--- config.mk ---
export PLATFORM = sky130hd
export DESIGN_NAME = chef_sprite_ctrl
export DESIGN_NICKNAME = d
export VERILOG_FILES = /design/src/rtl/chef_pkg.sv /design/src/rtl/chef_sprite_ctrl_frame_tick_sync.sv /design/src/rtl/chef_sprite_ctrl.sv
export SDC_FILE = /design/constraint.sdc
export NUM_CORES = 1
export LEC_CHECK = 0
export ABC_CLOCK_PERIOD_IN_PS = 4500
export CAP_MARGIN = 20
export CORE_UTILIZATION = 45
export DETAILED_ROUTE_END_ITERATION = 10
export MAX_ROUTING_LAYER = met4
export PLACE_DENSITY_LB_ADDON = 0.15
export SLEW_MARGIN = 20
export SYNTH_ARGS = -nofsm -noshare
export SYNTH_HDL_FRONTEND = slang
export SYNTH_SLANG_ARGS = --single-unit
--- constraint.sdc ---
create_clock -name Clk -period 4.5 [get_ports Clk]
set_input_delay 0.9 -clock Clk [delete_from_list [all_inputs] [get_ports Clk]]
set_output_delay 0.9 -clock Clk [all_outputs]
set_load 0.005 [all_outputs]
--- src/rtl/chef_pkg.sv ---
// Shared types and constants for the chef sprite controller.
// The optional bounding-box edge output is enabled with the CHEF_BBOX_EN macro.
package chef_pkg;

    typedef enum logic [2:0] {
        IDLE    = 3'd0,
        WALK_L  = 3'd1,
        WALK_R  = 3'd2,
        CLIMB_U = 3'd3,
        CLIMB_D = 3'd4
    } chef_state_t;

    localparam int CHEF_SPRITE_W = 16;
    localparam int CHEF_SPRITE_H = 16;
    localparam int CHEF_N_WALK   = 3;
    localparam int CHEF_ANIM_DIV = 8;
    localparam int CHEF_ROM_AW   = 12;

    localparam int TILE_IDLE  = 0;
    localparam int TILE_WALK0 = 1;

    // Tile layout in the ROM: idle, then N walk frames, then N climb frames.
    function automatic int tile_index(chef_state_t st, int frame, int n_walk);
        case (st)
            WALK_L, WALK_R:   tile_index = TILE_WALK0 + frame;
            CLIMB_U, CLIMB_D: tile_index = TILE_WALK0 + n_walk + frame;
            default:          tile_index = TILE_IDLE;
        endcase
    endfunction

endpackage

--- src/rtl/chef_sprite_ctrl_frame_tick_sync.sv ---
// Synchronises the vsync-rate frame_clk into the Clk domain and emits a
// registered one-Clk pulse three Clk edges after its rising edge.
module frame_tick_sync (
    input  logic Clk,
    input  logic Reset,
    input  logic frame_clk,
    output logic tick
);

    logic sync1_q, sync2_q, sync3_q, tick_q;

    // Two-flop synchroniser, edge history flop and registered rising-edge pulse.
    always_ff @(posedge Clk) begin
        if (Reset) begin
            sync1_q <= 1'b0;
            sync2_q <= 1'b0;
            sync3_q <= 1'b0;
            tick_q  <= 1'b0;
        end else begin
            sync1_q <= frame_clk;
            sync2_q <= sync1_q;
            sync3_q <= sync2_q;
            tick_q  <= sync2_q & ~sync3_q;
        end
    end

    assign tick = tick_q;

endmodule

--- src/rtl/chef_sprite_ctrl.sv ---
// Chef motion/facing/animation tracking and pixel-to-sprite-ROM address mapping.
// Define CHEF_BBOX_EN to add the bbox_edge output.
import chef_pkg::*;

module chef_sprite_ctrl #(
    parameter int SPRITE_W = CHEF_SPRITE_W,
    parameter int SPRITE_H = CHEF_SPRITE_H,
    parameter int N_WALK   = CHEF_N_WALK,
    parameter int ANIM_DIV = CHEF_ANIM_DIV,
    parameter int ROM_AW   = CHEF_ROM_AW
) (
    input  logic              Clk,
    input  logic              Reset,
    input  logic              frame_clk,
    input  logic [9:0]        ChefX,
    input  logic [9:0]        ChefY,
    input  logic [9:0]        DrawX,
    input  logic [9:0]        DrawY,
    output logic              is_chef,
    output logic [ROM_AW-1:0] sprite_addr,
    output logic              flip_h,
    output logic [2:0]        chef_state
`ifdef CHEF_BBOX_EN
    ,
    output logic              bbox_edge
`endif
);

    localparam int CW = $clog2(SPRITE_W);
    localparam int RW = $clog2(SPRITE_H);
    localparam int DW = (ANIM_DIV > 1) ? $clog2(ANIM_DIV) : 1;
    localparam int FW = (N_WALK > 1) ? $clog2(N_WALK) : 1;

    logic        tick_s;
    chef_state_t state_q, state_d, motion_s;
    logic        flip_q, flip_d, primed_q, primed_d;
    logic [9:0]  prev_x_q, prev_x_d, prev_y_q, prev_y_d;
    logic [DW-1:0] div_q, div_d;
    logic [FW-1:0] frame_q, frame_d;

    frame_tick_sync u_tick (
        .Clk       (Clk),
        .Reset     (Reset),
        .frame_clk (frame_clk),
        .tick      (tick_s)
    );

    // Motion classification against the position latched at the previous tick; X wins.
    always_comb begin
        motion_s = IDLE;
        if (ChefX < prev_x_q) begin
            motion_s = WALK_L;
        end else if (ChefX > prev_x_q) begin
            motion_s = WALK_R;
        end else if (ChefY < prev_y_q) begin
            motion_s = CLIMB_U;
        end else if (ChefY > prev_y_q) begin
            motion_s = CLIMB_D;
        end else begin
            motion_s = IDLE;
        end
    end

    // Per-tick next state: motion, facing and animation divider/frame.
    always_comb begin
        state_d  = state_q;
        flip_d   = flip_q;
        primed_d = primed_q;
        prev_x_d = prev_x_q;
        prev_y_d = prev_y_q;
        div_d    = div_q;
        frame_d  = frame_q;
        if (tick_s) begin
            prev_x_d = ChefX;
            prev_y_d = ChefY;
            primed_d = 1'b1;
            if (primed_q) begin
                state_d = motion_s;
                case (motion_s)
                    WALK_L:  flip_d = 1'b1;
                    WALK_R:  flip_d = 1'b0;
                    default: flip_d = flip_q;
                endcase
                if ((motion_s == state_q) && (motion_s != IDLE)) begin
                    if (div_q == DW'(ANIM_DIV - 1)) begin
                        div_d   = '0;
                        frame_d = (frame_q == FW'(N_WALK - 1)) ? '0 : frame_q + 1'b1;
                    end else begin
                        div_d = div_q + 1'b1;
                    end
                end else begin
                    div_d   = '0;
                    frame_d = '0;
                end
            end else begin
                state_d = IDLE;
            end
        end else begin
            state_d = state_q;
        end
    end

    // Motion/animation state register.
    always_ff @(posedge Clk) begin
        if (Reset) begin
            state_q  <= IDLE;
            flip_q   <= 1'b0;
            primed_q <= 1'b0;
            prev_x_q <= 10'd0;
            prev_y_q <= 10'd0;
            div_q    <= '0;
            frame_q  <= '0;
        end else begin
            state_q  <= state_d;
            flip_q   <= flip_d;
            primed_q <= primed_d;
            prev_x_q <= prev_x_d;
            prev_y_q <= prev_y_d;
            div_q    <= div_d;
            frame_q  <= frame_d;
        end
    end

    // S1: zero-extended differences, so bit 10 is the sign and nothing wraps at the screen edge.
    logic [10:0]   relx_s, rely_s;
    logic          inside_s, inside_q;
    logic [CW-1:0] relx_q;
    logic [RW-1:0] rely_q;

    assign relx_s   = {1'b0, DrawX} - {1'b0, ChefX};
    assign rely_s   = {1'b0, DrawY} - {1'b0, ChefY};
    assign inside_s = !relx_s[10] && !rely_s[10] &&
                      (relx_s[9:0] < 10'(SPRITE_W)) && (rely_s[9:0] < 10'(SPRITE_H));

`ifdef CHEF_BBOX_EN
    logic edge_s, edge_q, bbox_q;
    assign edge_s = inside_s &&
                    ((relx_s[CW-1:0] == CW'(0)) || (relx_s[CW-1:0] == CW'(SPRITE_W - 1)) ||
                     (rely_s[RW-1:0] == RW'(0)) || (rely_s[RW-1:0] == RW'(SPRITE_H - 1)));
`endif

    // S2 uses live facing/state, so a mid-line tick only affects later pixels.
    logic [CW-1:0]     col_s;
    logic [ROM_AW-1:0] base_s, addr_s;
    logic              is_chef_q;
    logic [ROM_AW-1:0] addr_q;

    assign col_s  = flip_q ? (CW'(SPRITE_W - 1) - relx_q) : relx_q;
    assign base_s = ROM_AW'(tile_index(state_q, int'(frame_q), N_WALK) * SPRITE_W * SPRITE_H);
    assign addr_s = base_s + ROM_AW'(rely_q) * ROM_AW'(SPRITE_W) + ROM_AW'(col_s);

    // Two-stage pixel pipeline registers.
    always_ff @(posedge Clk) begin
        if (Reset) begin
            inside_q  <= 1'b0;
            relx_q    <= '0;
            rely_q    <= '0;
            is_chef_q <= 1'b0;
            addr_q    <= '0;
`ifdef CHEF_BBOX_EN
            edge_q    <= 1'b0;
            bbox_q    <= 1'b0;
`endif
        end else begin
            inside_q  <= inside_s;
            relx_q    <= relx_s[CW-1:0];
            rely_q    <= rely_s[RW-1:0];
            is_chef_q <= inside_q;
            addr_q    <= inside_q ? addr_s : '0;
`ifdef CHEF_BBOX_EN
            edge_q    <= edge_s;
            bbox_q    <= edge_q;
`endif
        end
    end

    assign is_chef     = is_chef_q;
    assign sprite_addr = addr_q;
    assign flip_h      = flip_q;
    assign chef_state  = state_q;
`ifdef CHEF_BBOX_EN
    assign bbox_edge   = bbox_q;
`endif

endmodule

==> results of run 1 <==
final cells by class:
cell class	count	area [um2]	area share, %
Clock buffer	5	68.8	1.67
Multi-Input combinational cell	282	2000	48.5
Clock inverter	3	22.5	0.546
Inverter	57	214	5.19
Timing Repair Buffer	60	596	14.4
Sequential cell	55	1100	26.7
Tap cell	99	124	3.00
per-stage QoR:
step | instance area, um2 | power (mW) | worst slack [ps] | utilization, %
2_1_floorplan | 3380 | 0.644 | 1390 | -
3_3_place_gp | 4030 | 0.712 | 705 | 55.6
3_5_place_dp | 4030 | 0.715 | 642 | 55.6
4_1_cts | 4130 | 0.997 | 953 | 56.9
5_1_grt | 4130 | 1.04 | 764 | 56.9
6_report | 4130 | 0.982 | 980 | 56.9
power breakdown:
part           leakage (nW)  internal (mW)  total [mW]  switching, mW
registers             0.447          0.499       0.504        0.00468
clock network        0.0485          0.112       0.279          0.167
logic                  1.16          0.104       0.199         0.0957
total                  1.66          0.715       0.982          0.267
state kept, by name, indices dropped and copies added, names as in the netlist:
register / flops
rely_q: 4
primed_q: 1
u_tick.sync2_q: 1
prev_y_q: 10
sprite_addr: 11
frame_q: 2
inside_q: 1
chef_state: 3
flip_h: 1
prev_x_q: 10
relx_q: 4
u_tick.sync1_q: 1
is_chef: 1
u_tick.tick: 1
div_q: 3
u_tick.sync3_q: 1
metal layers:
layer  vias up  routed length, um  global-route usage, %
li1       1465                  -                      -
met1      1225               3070                   22.9
met2        47               3080                   31.3
met3         8                203                   2.80
met4         0                 78                   4.84
met5         -                  0                      -
how the worst max path moves through the flow:
| stage | start | to | slack (ps) | depth (start not counted) |
|---|---|---|---|---|
| global route | ChefY[0] | inside_q | 760 | 11 |
| finish | ChefY[0] | inside_q | 980 | 11 |
| CTS | ChefY[0] | inside_q | 950 | 11 |
| floorplan | DrawY[0] | inside_q | 1390 | 11 |
| global placement | ChefY[1] | div_q[2] | 700 | 10 |
| detailed placement | ChefY[0] | inside_q | 640 | 11 |
logic make-up (layout without fill, tap and decap cells):
family / count (synthesis) / in the layout / synth area share (%)
DFF: 55 / 55 / 32.6
adders and majority gates: 47 / 47 / 17.9
and+or+nand+nor: 137 / 137 / 20.6
muxes: 22 / 22 / 6.52
other: 1 / 1 / 0.111
buffers and inverters: 72 / 125 / 8.15
AOI/OAI and AO/OA: 65 / 65 / 11.6
xor gates and xnor gates: 10 / 10 / 2.59
cell usage in the layout, fill, tap and decap left out, drive strengths merged, types with 6 or more instances in the layout:
master / instances
inv: 58
mux2i: 22
nor2: 51
nand2: 19
o21ai: 16
ha: 45
xnor2: 9
nor3: 10
nor2b: 15
dfxtp: 55
nand2b: 6
clkdlybuf4s50: 58
nand3: 8
a21oi: 27
==> impl_metrics.csv, run 1 <==
group,metric,value,unit
timing,min_period_over_period,78.2,%
pwr,irDropWorstVdd,135,uV
setup_path,r2r_end,"div_q[1]",
logic_synthesis,synth_area,3380,um2
place,port_buffers,58,
logic_synthesis,synth-seq-area-share,32.6,%
timing,fin_setup_tns,0,ps
logic_synthesis,synthTopCellsByCount,"57 x inv_1, 55 x dfxtp_1, 51 x nor2_1",
timing,worst_pin_slew,641,ps
routing,drt_pre_antenna_iters,5,
pwr,leakagePower,1.66,nW
logic_synthesis,synth.distinct_cells,51,
flow_run,max_cap_violations,0,
clock_tree,h-tree-depth,2,
place,dp.cells,553,
timing,finalSetupViolCount,0,
logic_synthesis,ys.flop_type,"dfxtp_1",
clock_tree,cts_tree,"done",
timing,fin_hold_ws,397,ps
logic_synthesis,yosys-top-cells-area,"dfxtp_1 33%, ha_1 17%, mux2i_1 6.5%",
setup_path,reg2regPathDepth,10,
worst_hold_path,min_path_type,"reg2reg",
clock_tree,cts-buffers-inserted,5,
setup_path,crit_fanout,3,
clock_tree,cts.sinks,55,
logic_synthesis,synth_edf_count,0,
run_status,outcome,"finished, final reports clean",
global_route,grt_use_total,18.5,%
routing,wl_per_cell,11.5,um
logic_synthesis,mappedNetlistNets,499,
setup_path,crit_required,4690,ps
floorplan,ios,60,
worst_hold_path,whs_path_depth,1,
setup_path,critPathSlowestCell,"or4_1",
worst_hold_path,hold_path.startpoint,"u_tick.sync3_q",
logic_synthesis,yosys.cell_count.top_type,"inv_1",
final_layout,drive_gt1_share,3.68,%
timing,skew,6.36,ps
floorplan,start_util,46.5,%
setup_path,cp_num_buf_inv,1,
clock_tree,max-clock-path-buffers,2,
timing,final.min_clock_period,3520,ps
global_route,grt_pass1_vias,2464,
setup_path,cp-start-kind,"primary input",
worst_hold_path,min_to,"u_tick.tick",
final_layout,diodes,0,
clock_tree,clk_pin_slew,100,ps
floorplan,row_count,31,
setup_path,reg2reg_setup_slack,1790,ps
logic_synthesis,avgSynthCellArea,8.25,um2
floorplan,core_area,7250,um2
timing,max_freq,284,MHz
logic_synthesis,synthArstFlopShare,0,%
final_layout,layout.nets,551,
logic_synthesis,yosys_warnings,0,
routing,vias,2745,
floorplan,die_height,88.6,um
timing,slew_violations,0,
setup_path,worstReg2RegStart,"prev_y_q[4]",
setup_path,crit_path_end_kind,"flip-flop",
setup_path,crit_arrival,3710,ps
global_route,antenna_found_initial,0,
global_route,grt_overflow,0,
logic_synthesis,synthCells,409,
timing,maxSlewHeadroom,57.1,%
setup_path,worstPathCellList,"clkdlybuf4s50_1 > ha_1 > fa_1 > nor2b_1 > o21ai_1 > a21boi_1 > o21ai_1 > nor2b_1 > xnor2_1 > or4_1 > a2111oi_0",
clock_tree,cts_setup_buffers,0,
global_route,grt_pass1_wl,11.0,mm
clock_tree,clkLatencyLatePin,310,ps
setup_path,crit_type,"in2reg",
routing,wl,6.43,mm
final_layout,final_cells,561,
routing,vias_per_cell,4.89,
clock_tree,cts_resized,0,
routing,drc_errors,0,
place,hpwl,5.02,mm
global_route,grt_max_degree,43,
clock_tree,hold_buffers,0,
setup_path,cpPeakStageDelay,490,ps
setup_path,cp_top_family,"simple AND/OR/NAND/NOR gates",
final_layout,syn_to_final_growth,22.2,%
pwr,power_density,238,nW/um2
logic_synthesis,yosys_register_bits,55,
routing,drt_iter0_drc,98,
place,gp_congestion,0.759,
logic_synthesis,yosys.area.top_type,"dfxtp_1",
timing,hold_viol,0,
clock_tree,cts_root_buf,"clkbuf_8",
timing,rsz0062_at_grt,"no",
floorplan,die_w,88.6,um
routing,ant_nets,0,
final_layout,fillers,689,
floorplan,dieArea,7850,um2
logic_synthesis,synth_top_area_share,32.6,%
No activity file was read; power rests on OpenSTA's default activity.
==> inputs of run 2 (changes only) <==
--- a/config.mk
+++ b/config.mk
@@ -5,7 +5,7 @@
 export SDC_FILE = /design/constraint.sdc
 export NUM_CORES = 1
 export LEC_CHECK = 0
-export ABC_CLOCK_PERIOD_IN_PS = 4500
+export ABC_CLOCK_PERIOD_IN_PS = 2900
 export CAP_MARGIN = 20
 export CORE_UTILIZATION = 45
 export DETAILED_ROUTE_END_ITERATION = 10
==> constraint.sdc (replaced) <==
create_clock -name Clk -period 2.9 [get_ports Clk]
set_input_delay 0.58 -clock Clk [delete_from_list [all_inputs] [get_ports Clk]]
set_output_delay 0.58 -clock Clk [all_outputs]
set_load 0.005 [all_outputs]
==> run 2 against run 1 <==
Compared with the run above:
- routed wire length increased by 13%
- sequential power increased by 55%
- design area increased by 15%
- non-clock buffer count increased by 52
==> impl_metrics.csv, run 2 (synthesis gave the netlist of run 1 again) <==
group,metric,value,unit
run_status,outcome,"finished, final reports clean",
timing,setup_slack,90.2,ps
setup_path,cp_num_buf_inv,2,
setup_path,crit_fanout,2,
setup_path,cp_top_family,"compound AO/OA/AOI/OAI gates",
final_layout,final_cell_mix,"55 x dfxtp_1, 54 x inv_1, 54 x buf_4, 50 x nor2_1, 40 x clkdlybuf4s50_1",
final_layout,largest_reg_flops,11,
global_route,grt_overflow,0,
floorplan,ios,60,
timing,skew,8.33,ps
global_route,grt_use_total,20.0,%
routing,wl_met1,3.43,mm
place,place_ws,-572,ps
setup_path,crit_type,"in2reg",
clock_tree,h-tree-depth,2,
clock_tree,clk_pin_slew,110,ps
pwr,leakagePower,2.08,nW
floorplan,die_height,88.6,um
global_route,antenna_found_initial,0,
clock_tree,cts.sinks,55,
final_layout,syn_to_final_growth,40.2,%
pwr,p_clk_share,31.1,%
global_route,grt_pass1_wl,12.1,mm
clock_tree,hold_buffers,0,
clock_tree,cts_root_buf,"clkbuf_8",
pwr,power_frac_comb,23.9,%
routing,drt_pre_antenna_iters,4,
pwr,p_int,1.27,mW
setup_path,cpPeakStageDelay,440,ps
routing,wl_met3,190,um
pwr,power_density,367,nW/um2
timing,finalSetupViolCount,0,
final_layout,fillers,621,
pwr,p_sw_share,26.9,%
flow_run,max_cap_violations,0,
setup_path,worstPathCellList,"clkdlybuf4s50_1 > ha_1 > nand2_1 > a31oi_1 > a311o_1 > a2111oi_2 > buf_4 > nand4b_1 > or4_4 > a2111oi_4",
routing,ant_nets,0,
routing,wl,7.24,mm
global_route,grt_pass1_vias,2747,
final_layout,layout.nets,603,
timing,min_period_over_period,96.9,%
routing,drt_iter0_drc,91,
routing,vias_per_cell,4.87,
worst_hold_path,min_path_type,"reg2reg",
final_layout,diodes,0,
clock_tree,max-clock-path-buffers,2,
floorplan,core_area,7250,um2
clock_tree,clkLatencyLatePin,310,ps
final_layout,layout_commonest_cell,"dfxtp_1",
floorplan,dieArea,7850,um2
pwr,power,1.74,mW
setup_path,crit_arrival,3030,ps
timing,hold_viol,0,
routing,wl_met2,3.57,mm
final_layout,drive_gt1_share,18.7,%
clock_tree,cts_tree,"done",
routing,drc_errors,0,
setup_path,crit_path_end_kind,"flip-flop",
routing,vias,2984,
floorplan,die_w,88.6,um
place,gp_congestion,0.785,
timing,max_freq,356,MHz
timing,final.min_clock_period,2810,ps
routing,wl_per_cell,11.8,um
pwr,p_switching,467,uW
place,port_buffers,58,
pwr,p_seq_share,45.0,%
setup_path,crit_required,3120,ps
floorplan,start_util,46.5,%
timing,slew_violations,0,
setup_path,critPathSlowestCell,"or4_4",
place,hpwl,5.39,mm
routing,top_layer,"met4",
clock_tree,cts-buffers-inserted,5,
floorplan,row_count,31,
global_route,grt_max_degree,43,
pwr,irDropWorstVdd,231,uV
setup_path,cp-start-kind,"primary input",
==> run 2: per-stage QoR <==
step           hold slack (ps)  area [um2]  TNS (ps)  utilization [%]  cells
5_1_grt                    415        4730     -33.9             65.3    613
3_5_place_dp               387        4400     -2490             60.7    602
2_1_floorplan              367        3380         0                -    409
6_report                   396        4730         0             65.3    613
3_3_place_gp               374        4400     -2230             60.7    602
4_1_cts                    400        4590         0             63.3    611
==> run 2: worst paths after layout <==
| kind | startpoint | end | slack [ps] | cells after the start |
|---|---|---|---|---|
| worst min register to register | u_tick.sync3_q | u_tick.tick | 400 | 1 |
| worst max-delay path | DrawX[8] | inside_q | 90 | 10 |
| worst min-delay path | u_tick.sync3_q | u_tick.tick | 400 | 1 |
| worst max register to register | prev_y_q[1] | div_q[0] | 370 | 10 |
==> run 2: power by group through the flow <==
stage	clock network (mW)	logic, mW	registers, mW
3_5_place_dp	0	0.380	0.799
5_1_grt	0.579	0.464	0.784
4_1_cts	0.555	0.397	0.782
3_3_place_gp	0	0.372	0.799
2_1_floorplan	0	0.201	0.797
6_report	0.539	0.415	0.782
==> run 2: final cells by class <==
type | instances | area [um2] | share of cell area [%]
clock buffer | 5 | 68.8 | 1.45
inverter | 57 | 214 | 4.52
tap | 99 | 124 | 2.62
multi-input combinational | 282 | 2160 | 45.6
timing repair buffer | 112 | 1020 | 21.5
sequential | 55 | 1100 | 23.3
clock inverter | 3 | 46.3 | 0.978
==> run 2: layer usage <==
layer | GRT usage, % | vias to the layer above
li1 | - | 1567
met1 | 25.5 | 1367
met2 | 33.6 | 44
met3 | 3.36 | 6
met4 | 3.52 | 0
met5 | - | -
==> run 2: what timing repair did <==
action / 4_1_cts / 5_1_grt
pin swaps: 16 / 12
gates resized for setup: 18 / 33
setup endpoints to repair: 5 / 6
setup buffers: 1 / 2
==> inputs of run 3 (changes only) <==
--- a/config.mk
+++ b/config.mk
@@ -5,7 +5,7 @@
 export SDC_FILE = /design/constraint.sdc
 export NUM_CORES = 1
 export LEC_CHECK = 0
-export ABC_CLOCK_PERIOD_IN_PS = 2900
+export ABC_CLOCK_PERIOD_IN_PS = 2400
 export CAP_MARGIN = 20
 export CORE_UTILIZATION = 45
 export DETAILED_ROUTE_END_ITERATION = 10
==> constraint.sdc (replaced) <==
create_clock -name Clk -period 2.4 [get_ports Clk]
set_input_delay 0.48 -clock Clk [delete_from_list [all_inputs] [get_ports Clk]]
set_output_delay 0.48 -clock Clk [all_outputs]
set_load 0.005 [all_outputs]
==> run 3 against run 2 <==
Compared with the run above:
- the run now ends with setup timing left
- setup slack got worse by 200 ps
- non-clock buffer count increased by 20
- register-to-register slack got worse by 460 ps
- sequential power increased by 21%
- total power increased by 22%
- clock power increased by 14%
- via count increased by 3.3%
- routed wire length increased by 7.5%
- first-iteration DRC count decreased by 32%
- clock skew decreased by 0.52 ps
- largest power group unchanged
==> impl_metrics.csv, run 3 (synthesis gave the netlist of run 1 again) <==
group,metric,value,unit
run_status,outcome,"complete, but fails checks",
run_status,violations,"setup timing",
floorplan,ios,60,
timing,max_freq,398,MHz
routing,drt_iter0_drc,62,
floorplan,dieArea,7850,um2
clock_tree,cts.sinks,55,
setup_path,crit_required,2640,ps
setup_path,cpPeakStageDelay,560,ps
pwr,power,2.12,mW
clock_tree,max-clock-path-buffers,2,
floorplan,die_height,88.6,um
global_route,antenna_found_initial,0,
timing,slew_violations,0,
global_route,grtUsageMet1,26.5,%
setup_path,cpMostUsedCell,"or4_4",
place,hpwl,5.58,mm
floorplan,die_w,88.6,um
clock_tree,cts-buffers-inserted,5,
routing,drt_pre_antenna_iters,4,
final_layout,layout_commonest_cell,"buf_4",
final_layout,final_util,68.7,%
setup_path,cp_num_buf_inv,1,
timing,setup_slack,-109,ps
routing,wl_per_cell,12.3,um
final_layout,syn_to_final_growth,47.5,%
place,dp.cells,607,
global_route,busiest_layer,"met2",
floorplan,row_count,31,
clock_tree,cts_root_buf,"clkbuf_8",
global_route,grt_overflow,0,
pwr,power_density,427,nW/um2
timing,rsz0062_at_grt,"yes",
global_route,grt_pass1_wl,13.4,mm
setup_path,cp-start-kind,"primary input",
place,dpl-instance-area,4510,um2
global_route,use_met2,39.4,%
global_route,grt_max_degree,43,
routing,vias,3081,
global_route,met3_usage,2.99,%
pwr,irDropWorstVdd,266,uV
routing,wl,7.78,mm
setup_path,reg2reg_setup_slack,-90,ps
final_layout,final_cells,632,
place,gp_congestion,0.799,
clock_tree,hold_buffers,0,
setup_path,crit_type,"in2reg",
clock_tree,h-tree-depth,2,
global_route,grt_use_total,22.4,%
final_layout,final_cell_mix,"74 x buf_4, 52 x dfxtp_1, 49 x nor2_1, 47 x inv_1, 29 x ha_1",
timing,final.min_clock_period,2510,ps
setup_path,crit_fanout,2,
final_layout,fillers,602,
clock_tree,clk_pin_slew,100,ps
setup_path,crit_arrival,2750,ps
timing,min_period_over_period,105,%
timing,fin_setup_tns,-175,ps
flow_run,max_cap_violations,0,
routing,vias_per_cell,4.88,
clock_tree,cts_tree,"done",
timing,hold_viol,0,
pwr,leakagePower,2.07,nW
setup_path,critPathSlowestCell,"or4_4",
final_layout,drive_gt1_share,31.1,%
worst_hold_path,min_path_type,"reg2reg",
floorplan,start_util,46.5,%
setup_path,cp_top_family,"simple AND/OR/NAND/NOR gates",
final_layout,layout.nets,623,
routing,drc_errors,0,
place,port_buffers,58,
routing,ant_nets,0,
setup_path,crit_path_end_kind,"flip-flop",
floorplan,core_area,7250,um2
final_layout,diodes,0,
setup_path,worstPathCellList,"dlygate4sd2_1 > ha_1 > and4_4 > nand3_2 > or4_4 > nor3_4 > o32ai_2 > or4_4 > a21oi_2",
clock_tree,clkLatencyLatePin,310,ps
final_layout,largest_reg_flops,11,
timing,skew,7.81,ps
global_route,grt_pass1_vias,3084,
timing,finalSetupViolCount,4,
final_layout,stdcell_area,4980,um2
-- run 3: cell types whose count changed in the layout (fill, tap and decap cells not counted), sizes merged --
cell           delta
buf              +30
dlymetal6s2s     -15
clkdlybuf4s50    -14
dlygate4sd2      +10
clkdlybuf4s15     +8
clkbuf            +1
inv               -1
-- run 3: worst paths after layout --
kind / from / end / cells after the start
setup / recovery: ChefX[3] / div_q[0] / 9
hold / removal: u_tick.sync3_q / u_tick.tick / 1
setup reg to reg: prev_y_q[4] / div_q[0] / 10
hold reg to reg: u_tick.sync3_q / u_tick.tick / 1
-- run 3: power breakdown --
part           internal, mW  leakage [nW]  switching, mW
combinational         0.313          1.58          0.251
clock                 0.306        0.0502          0.309
sequential            0.936         0.448        0.00907
total                  1.55          2.07          0.569
-- run 3: worst reg2reg max path, cell delays in order, from the launching register on --
cell and delay [ps]:
dfxtp_2 350, inv_2 40, ha_4 210, and4_4 190
o21a_1 100, o31a_1 300, or4_4 450, nor3_4 130
o32ai_2 100, or4_4 430, a21oi_2 130
-- run 3: layer usage --
metal | part of all wire, % | routed length (um)
met4 | 1.7 | 131
met1 | 46 | 3540
met5 | 0 | 0
met2 | 51 | 3950
met3 | 2.0 | 156
-- run 3: final cells by class --
cell class | instances | area [um2] | area share, %
clock inverters | 2 | 37.5 | 0.754
well taps | 99 | 124 | 2.49
repair buffers | 132 | 1080 | 21.7
clock buffers | 5 | 68.8 | 1.38
inverters | 57 | 216 | 4.35
flip-flops and latches | 55 | 1100 | 22.2
multi-input cells | 282 | 2350 | 47.2
-- run 3: metrics by stage --
stage	worst slack, ps	hold WS (ps)
floorplan	-141	367
global placement	-770	373
detailed placement	-850	372
CTS	-136	386
global route	-169	421
finish	-109	387
-- run 3: what timing repair did --
item	4_1_cts	5_1_grt
resized for setup	131	9
pin swaps	33	17
setup buffers	16	2
setup endpoints to repair	7	7
